==> src/rtl/input_conditioner_bank.sv <==
// ----------------------------------------------------------------------------
// input_conditioner_bank
//
// Multi-channel conditioner for asynchronous board inputs (buttons and
// switches). Each channel has a synchroniser chain, a debounce stability
// counter, registered rising/falling edge pulses and a toggle latch that
// flips on every accepted rising edge. Channels are fully independent: bit i
// of every vector belongs to channel i.
//
// Parameters
//   CHANNELS      number of independent channels
//   SYNC_STAGES   synchroniser depth, 2..4
//   WAIT_TIME     extra stable samples before a change is accepted,
//                 1..2^COUNTER_WIDTH-1
//   COUNTER_WIDTH width of each debounce counter
//
// Ports
//   clk           system clock, rising edge
//   reset_n       asynchronous active-low reset
//   noisy         raw asynchronous inputs
//   toggle_clr    synchronous per-channel clear of toggle_state
//   conditioned   debounced level (registered)
//   positiveedge  one-cycle pulse on an accepted 0->1
//   negativeedge  one-cycle pulse on an accepted 1->0
//   toggle_state  flips on every positiveedge of its channel
//
// The block has no handshake: every output is a registered level or a
// single-cycle pulse, valid on every clock.
// ----------------------------------------------------------------------------
module input_conditioner_bank #(
    parameter int CHANNELS      = 4,
    parameter int SYNC_STAGES   = 2,
    parameter int WAIT_TIME     = 3,
    parameter int COUNTER_WIDTH = 3
) (
    input  logic                clk,
    input  logic                reset_n,
    input  logic [CHANNELS-1:0] noisy,
    input  logic [CHANNELS-1:0] toggle_clr,
    output logic [CHANNELS-1:0] conditioned,
    output logic [CHANNELS-1:0] positiveedge,
    output logic [CHANNELS-1:0] negativeedge,
    output logic [CHANNELS-1:0] toggle_state
);

    localparam logic [COUNTER_WIDTH-1:0] WAIT_CNT = COUNTER_WIDTH'(WAIT_TIME);

    if (SYNC_STAGES < 2 || SYNC_STAGES > 4) begin : g_bad_sync
        $error("input_conditioner_bank: SYNC_STAGES must be 2..4");
    end
    if (WAIT_TIME < 1 || WAIT_TIME > (2 ** COUNTER_WIDTH) - 1) begin : g_bad_wait
        $error("input_conditioner_bank: WAIT_TIME must be 1..2^COUNTER_WIDTH-1");
    end

    for (genvar i = 0; i < CHANNELS; i++) begin : g_ch
        logic [SYNC_STAGES-1:0]   sync_q;
        logic [COUNTER_WIDTH-1:0] cnt_q, cnt_d;
        logic                     cond_q, cond_d;
        logic                     pos_q, pos_d;
        logic                     neg_q, neg_d;
        logic                     tog_q, tog_d;
        logic                     sync_bit;

        assign sync_bit = sync_q[SYNC_STAGES-1];

        // The counter only runs while the synchronised input disagrees with
        // the accepted level; any agreeing sample (a glitch ending) drops it
        // back to zero. A change is accepted on the sample after the counter
        // has reached WAIT_TIME, so WAIT_TIME+1 disagreeing samples in a row
        // are needed and the counter never exceeds WAIT_TIME.
        always_comb begin
            cnt_d  = '0;
            cond_d = cond_q;
            pos_d  = 1'b0;
            neg_d  = 1'b0;
            if (sync_bit != cond_q) begin
                if (cnt_q == WAIT_CNT) begin
                    cond_d = sync_bit;
                    pos_d  = sync_bit;
                    neg_d  = ~sync_bit;
                end else begin
                    cnt_d = cnt_q + 1'b1;
                end
            end
            // Clear has priority over a flip on the same edge.
            if (toggle_clr[i]) begin
                tog_d = 1'b0;
            end else if (pos_d) begin
                tog_d = ~tog_q;
            end else begin
                tog_d = tog_q;
            end
        end

        always_ff @(posedge clk or negedge reset_n) begin
            if (!reset_n) begin
                sync_q <= '0;
                cnt_q  <= '0;
                cond_q <= 1'b0;
                pos_q  <= 1'b0;
                neg_q  <= 1'b0;
                tog_q  <= 1'b0;
            end else begin
                sync_q <= {sync_q[SYNC_STAGES-2:0], noisy[i]};
                cnt_q  <= cnt_d;
                cond_q <= cond_d;
                pos_q  <= pos_d;
                neg_q  <= neg_d;
                tog_q  <= tog_d;
            end
        end

        assign conditioned[i]  = cond_q;
        assign positiveedge[i] = pos_q;
        assign negativeedge[i] = neg_q;
        assign toggle_state[i] = tog_q;
    end

endmodule

==> config.mk <==
export PLATFORM = sky130hd
export DESIGN_NAME = input_conditioner_bank
export DESIGN_NICKNAME = d
export VERILOG_FILES = /design/src/rtl/input_conditioner_bank.sv
export SDC_FILE = /design/constraint.sdc
export NUM_CORES = 1
export LEC_CHECK = 0
export CAP_MARGIN = 40
export CORE_UTILIZATION = 55
export DETAILED_ROUTE_END_ITERATION = 12
export GPL_ROUTABILITY_DRIVEN = 0
export PLACE_DENSITY = 0.83
export SYNTH_ARGS = -nofsm -noshare
export SYNTH_HDL_FRONTEND = slang
export SYNTH_SLANG_ARGS = --single-unit
==> constraint.sdc <==
create_clock -name clk -period 2.85 [get_ports clk]
set_clock_uncertainty 0.15 [all_clocks]
set_input_delay 0.57 -clock clk [delete_from_list [all_inputs] [get_ports clk]]
set_output_delay 0.57 -clock clk [all_outputs]
set_load 0.05 [all_outputs]
# Word level (Yosys, flattened, before mapping)
# Cells that the tools add are included.
classes:
  add_sub_neg: 4
  n_eq_ne: 8
  n_mux: 32
  n_bitwise: 8
  n_reduce_logical: 8
ops:
  columns: ["op", "count"]
  rows:
  - ["2-to-1 mux 1 bit", 24]
  - ["2-to-1 mux 3 bit", 8]
  - ["adder 3 x 1 -> 3 bit (second input constant)", 4]
  - ["equality test 3 x 2 -> 1 bit (second input constant)", 4]
  - ["NOT 1 bit", 8]
  - ["AND reduction 2 bit", 4]
  - ["nonzero test 2 bit", 4]
  - ["inequality test 1 bit", 4]
totals:
  reg_bits: 36
  elab_cells: 84

# Longest topological paths before layout
# Gate-level depths: netlist (run 1).
logic_depth:
  word_depth: 5
  ltp_mapped: 3
  depth_no_buf: 3

# Worst setup path before layout (run 1)
# OpenSTA, ideal clock, no wires.
synth_path:
  kind: "register to register"
  startpoint: "register g_ch[0].cnt_q[0]"
  endpoint: "register g_ch[0].tog_q"
  setup_time_ns: 0.125
  t_arrival_ns: 1.053
  t_required_ns: 2.575
  setup_slack_ns: 1.522
  stages_incl_launch_ff: 4
  n_path_buf: 0
  period_less_slack_ns: 1.328
  path_cell_list: "dfrtp_1 ha_1 and4bb_4 mux2_4"
synth_between:
  elab_chain_len: 4
synth_lines:
  columns: ["item", "line_no", "source"]
  rows:
  - ["from (decl)", "57", "logic [COUNTER_WIDTH-1:0] cnt_q, cnt_d;"]
  - ["from (signal assigned)", "105", "cnt_q <= cnt_d;"]
  - ["equality test 3 x 2 -> 1 bit", "77", "if (cnt_q == WAIT_CNT) begin"]
  - ["2-to-1 mux 1 bit", "77", null]
  - ["2-to-1 mux 1 bit", "76", "if (sync_bit != cond_q) begin"]
  - ["named net g_ch[0].pos_d", "59", "logic pos_q, pos_d;"]
  - ["nonzero test 2 bit (no line)", null, null]
  - ["to (signal assigned)", "109", "tog_q <= tog_d;"]
  - ["to (decl)", "61", "logic tog_q, tog_d;"]
# The timed path passes the listed nets, and every way through them passes these cells.
# A chain may end at the register's enable or synchronous reset.

# Final worst setup path (run 1)
layout_path:
  startpoint: "register g_ch[1].cond_q"
  endpoint: "output port conditioned[1]"
layout_rtl:
  columns: ["item", "line_no", "source"]
  rows:
  - ["from (decl)", "58", "logic cond_q, cond_d;"]
  - ["from (signal assigned)", "106", "cond_q <= cond_d;"]
  - ["to (decl)", "40", "output logic [CHANNELS-1:0] conditioned,"]
# No word-level cell between the ends.

==> results of run 1 <==
[worst max path at each step]
stage,to,slack (ns),from
CTS,conditioned[0],0.53,g_ch[0].cond_q
detailed placement,conditioned[0],0.92,g_ch[0].cond_q
global route,conditioned[3],0.48,g_ch[3].cond_q
finish,conditioned[1],0.55,g_ch[1].cond_q
global placement,conditioned[3],0.94,g_ch[3].cond_q
floorplan,g_ch[0].tog_q,1.52,g_ch[0].cnt_q[0]
[cells by family after synthesis]
group | after synthesis | synth area share
flip-flops | 36 | 0.615
AND/OR/NAND/NOR | 32 | 0.173
buffers and inverters | 16 | 0.0820
multiplexers | 8 | 0.0717
XOR/XNOR | 4 | 0.0239
adder cells (fa/ha/maj) | 4 | 0.0342
[flip-flops by register name, indices dropped and copies added (netlist names)]
signal / count
g_ch.cond_q: 4
g_ch.neg_q: 4
g_ch.pos_q: 4
g_ch.tog_q: 4
g_ch.sync_q: 8
g_ch.cnt_q: 12
[through the flow]
stage | util | instance area, um2
final | 0.677 | 1690
after global routing | 0.677 | 1690
after CTS | 0.677 | 1690
after detailed placement | 0.651 | 1630
after global placement | 0.651 | 1630
after floorplan | - | 1470
[layout make-up]
cell class                      instances  area (um2)
Tap cell                               30        37.5
Multi-Input combinational cell         48         444
Fill cell                             182         807
Timing Repair Buffer                   25         245
Sequential cell                        36         901
Clock buffer                            7        65.1
[cell usage in the layout (no fill, tap or decap)]
cell type,count
and4bb_4,4
xnor2_1,4
dfrtp_1,36
clkdlybuf4s50_1,24
nor2_1,4
nor2b_1,5
buf_2,1
nor3_1,4
clkbuf_8,2
mux2_2,4
clkbuf_4,5
mux2_4,4
nor3b_1,7
and3b_2,4
and2b_1,4
ha_1,4
[power by group]
group          total [mW]  switching, mW  internal, mW
combinational       0.453          0.256         0.197
clock               0.298          0.158         0.140
sequential          0.667         0.0659         0.601
[layer usage]
metal  vias up  track usage  share of wire
li1        355            -              -
met1       358        0.196           0.40
met2        21        0.315           0.53
met3         6       0.0706          0.049
met4         0        0.110          0.023
met5         -            0              0
==> impl_metrics.toml, run 1 <==
[yosys]
synth_cell_types = 13
avgSynthCellArea_um2 = 14.7
yosysMostFrequentCell = "dfrtp_1"
syn-num-nets = 114
ys_async_sr_fraction = 1.00
yosys_most_used_dff = "dfrtp_1"
synth_common_cells = "dfrtp_1, buf_4, nor3b_1"
synth_seq_cells = 36
ys.warnings.count = 0
synth_area_leaders = "dfrtp_1, buf_4, and4bb_4, mux2_4, nor3b_1"
synth_top_area_frac = 0.615
synth_area_um2 = 1470
synth_top_cell_by_area = "dfrtp_1"
synth_edf_count = 0
ys_seq_area_frac = 0.615
netlist_instances = 100

[final_layout]
fin_nets = 130
num_antenna_cells = 0
layout.cells.non_filler = 146
areaGrowthSynthToFinish_pct = 15.5
layout-drive-gt1-share = 0.207

[die]
rows = 18
fp.dieH_um = 53.6
core-area_um2 = 2500
ios = 26
die_area_um2 = 2870
die_w_um = 53.6
start_util = 0.586

[clocking]
clk_latency_ns = 0.33
ctsResizeCount = 0
clk_pin_slew_ns = 0.10
cts_hold_buf = 0
cts.sinks = 36
clk_path_buf_depth = 2
post_cts_buffers = 0
htreeDepth = 2
cts_tree = "done"
cts-root-buf = "clkbuf_4"
cts_buffers = 5

[run_status]
outcome = "finished, final reports clean"

[worst_setup_path]
path_delay_family = "buffers and inverters"
r2r-start = "g_ch[3].cnt_q[0]"
cp.depth = 1
worst_path_max_delay_cell = "clkdlybuf4s50_1"
max_stage_delay_ns = 0.82
r2r_end = "g_ch[3].cond_q"
r2r_slack_ns = 1.44
path_buf_inv = 1
reg2reg_depth = 3
worst_setup_path_start_kind = "register"
crit_type = "reg -> out"
path_cells = "clkdlybuf4s50_1"
crit_fanout = 5
required_ns = 2.13
endpoint_kind = "output port"
worstPathArrival_ns = 1.58

[global_routing]
grt_pass1_vias = 814
grt_max_degree = 37
grt_pass1_wl_mm = 3.55
antenna_found_initial = 0
grt_util_all_layers = 0.186
globalRouteOverflowTotal = 0

[timing]
fin_setup_tns_ns = 0
final-setup-viol-count = 0
relSlewSlack = 0.494
layout_setup_ws_ns = 0.546
tightest_slew_ns = 0.759
timing.final.crit_share = 0.809
max_freq_ghz = 0.434
min_period_ns = 2.30
whs_ns = 0.143
hold_violations = 0
finalMaxSlewViolations = 0
rsz0062_at_grt = "false"

[pwr]
p_total_mw = 1.42
power.density_nw_per_um2 = 837
leakagePower_nw = 0.785
peakVddDrop_mv = 0.645

[placement]
port_buffers = 25
dp_slack_ns = 0.915
post-dp-hpwl_mm = 1.49
dp_cells = 139

[drt]
via_per_inst = 5.07
drt_iter0_markers = 2
drc = 0
routed_wl_mm = 2.06
wl_per_cell_um = 14.1
dr.pass1.iters = 3
ant_nets = 0
routed-via-count = 740

[min_path]
hold_class = "in -> async"

[job]
drv_cap = 0
No activity file was read; power rests on OpenSTA's default activity.
==> inputs of run 2 (changes only) <==
Settings changed: CORE_UTILIZATION 55 to 51, PLACE_DENSITY 0.83 to 0.78.
Clock period 2.85 ns to 2.3 ns, I/O delays scaled along.
==> run 2 against run 1 <==
Effect of this change: critical path depth unchanged; global-route usage fell by 3.3 points; wire length fell by 3.5%; final area is 0.30% lower; final cell count is 1.4% higher; via count unchanged; die area rose by 7.5%; power rose by 21%; utilization is 6.0 points lower; combinational power up 22%; flip-flop and latch count is the same.
==> impl_metrics.toml, run 2 (synthesis gave the netlist of run 1 again) <==
[die]
fp.dieH_um = 55.6
die_area_um2 = 3090
core-area_um2 = 2730
die_w_um = 55.6
start_util = 0.536
rows = 19
ios = 26

[clocking]
cts-root-buf = "clkbuf_4"
htreeDepth = 2
clk_path_buf_depth = 2
ctsResizeCount = 0
clk_latency_ns = 0.32
cts.sinks = 36
cts_hold_buf = 0
cts_tree = "done"
post_cts_buffers = 0
clk_pin_slew_ns = 0.10
cts_buffers = 5

[drt]
ant_nets = 0
wl_per_cell_um = 13.5
routed-via-count = 740
routed_wl_mm = 1.99
drc = 0
drt_iter0_markers = 3
via_per_inst = 5.00
dr.pass1.iters = 2

[final_layout]
postLayoutCoreUtil = 0.617
num_antenna_cells = 0
largest_reg_flops = 12
areaGrowthSynthToFinish_pct = 15.2
final_common_cell = "dfrtp_1"
top_register = "g_ch.cnt_q"
top_regs = "g_ch.cnt_q x12, g_ch.sync_q x8"
layout_common_cells = "dfrtp_1, clkdlybuf4s50_1, nor3b_1"
fin_nets = 130
layout.cells.non_filler = 148
layout-drive-gt1-share = 0.197

[global_routing]
grt_max_degree = 37
grt_use_met1 = 0.154
antenna_found_initial = 0
use_met2 = 0.270
globalRouteOverflowTotal = 0
grt_util_all_layers = 0.153
grt_pass1_vias = 782
gr-max-usage-layer = "met2"
grt_pass1_wl_mm = 3.43
grt_use_met3 = 0.0488

[timing]
whs_ns = 0.0450
final-setup-viol-count = 0
tightest_slew_ns = 0.758
layout_setup_ws_ns = 0.126
fin_setup_tns_ns = 0
hold_violations = 0
rsz0062_at_grt = "false"
relSlewSlack = 0.495
max_freq_ghz = 0.460
min_period_ns = 2.17
finalMaxSlewViolations = 0
timing.final.crit_share = 0.945

[placement]
post-dp-hpwl_mm = 1.43
dp_cells = 140
dp_slack_ns = 0.465
port_buffers = 25

[worst_setup_path]
path_delay_family = "buffers and inverters"
required_ns = 1.69
endpoint_kind = "output port"
worstPathArrival_ns = 1.56
path_buf_inv = 1
worst_setup_path_start_kind = "register"
crit_type = "reg -> out"
path_cells = "clkdlybuf4s50_1"
max_stage_delay_ns = 0.83
crit_fanout = 5
worst_path_max_delay_cell = "clkdlybuf4s50_1"

[pwr]
leakagePower_nw = 0.780
power.density_nw_per_um2 = 1020
peakVddDrop_mv = 0.677

[job]
drv_cap = 0

[min_path]
hold_class = "in -> async"

[run_status]
outcome = "finished, final reports clean"
run 2: final timing paths:
| path | startpoint | endpoint | slack, ns | cells after the start |
|---|---|---|---|---|
| worst min register to register | g_ch[2].sync_q[0] | g_ch[2].sync_q[1] | 0.20 | 0 |
| worst max-delay path | g_ch[1].cond_q | conditioned[1] | 0.13 | 1 |
| worst max register to register | g_ch[3].cnt_q[0] | g_ch[3].cond_q | 0.86 | 3 |
| worst min-delay path | reset_n | g_ch[0].neg_q | 0.05 | 1 |
| min in group clk | g_ch[2].sync_q[0] | g_ch[2].sync_q[1] | 0.20 | 0 |
| max in group asynchronous | reset_n | g_ch[3].sync_q[1] | 1.47 | 1 |
run 2: where the power goes:
group          switching (mW)  leakage (nW)  internal [mW]  total (mW)
clock                   0.185        0.0326          0.151       0.336
combinational           0.311         0.280          0.243       0.554
sequential             0.0802         0.467          0.745       0.825
total                   0.577         0.780           1.14        1.72
run 2: per-layer routing:
layer	up-vias	wire length (um)	part of all wire
li1	357	-	-
met1	354	806	0.40
met2	23	1040	0.52
met3	6	94	0.047
met5	-	0	0
met4	0	55	0.028
run 2: final cells by class:
class	count	area, um2
Fill cell	214	1050
Sequential cell	36	901
Multi-Input combinational cell	48	444
Timing Repair Buffer	25	245
Clock buffer	8	58.8
Tap cell	31	38.8
run 2: per-stage QoR:
step                      area (um2)  power (mW)
after floorplan                 1470        1.29
after global placement          1630        1.37
after detailed placement        1630        1.40
after CTS                       1690        1.74
after global routing            1690        1.82
final                           1690        1.72
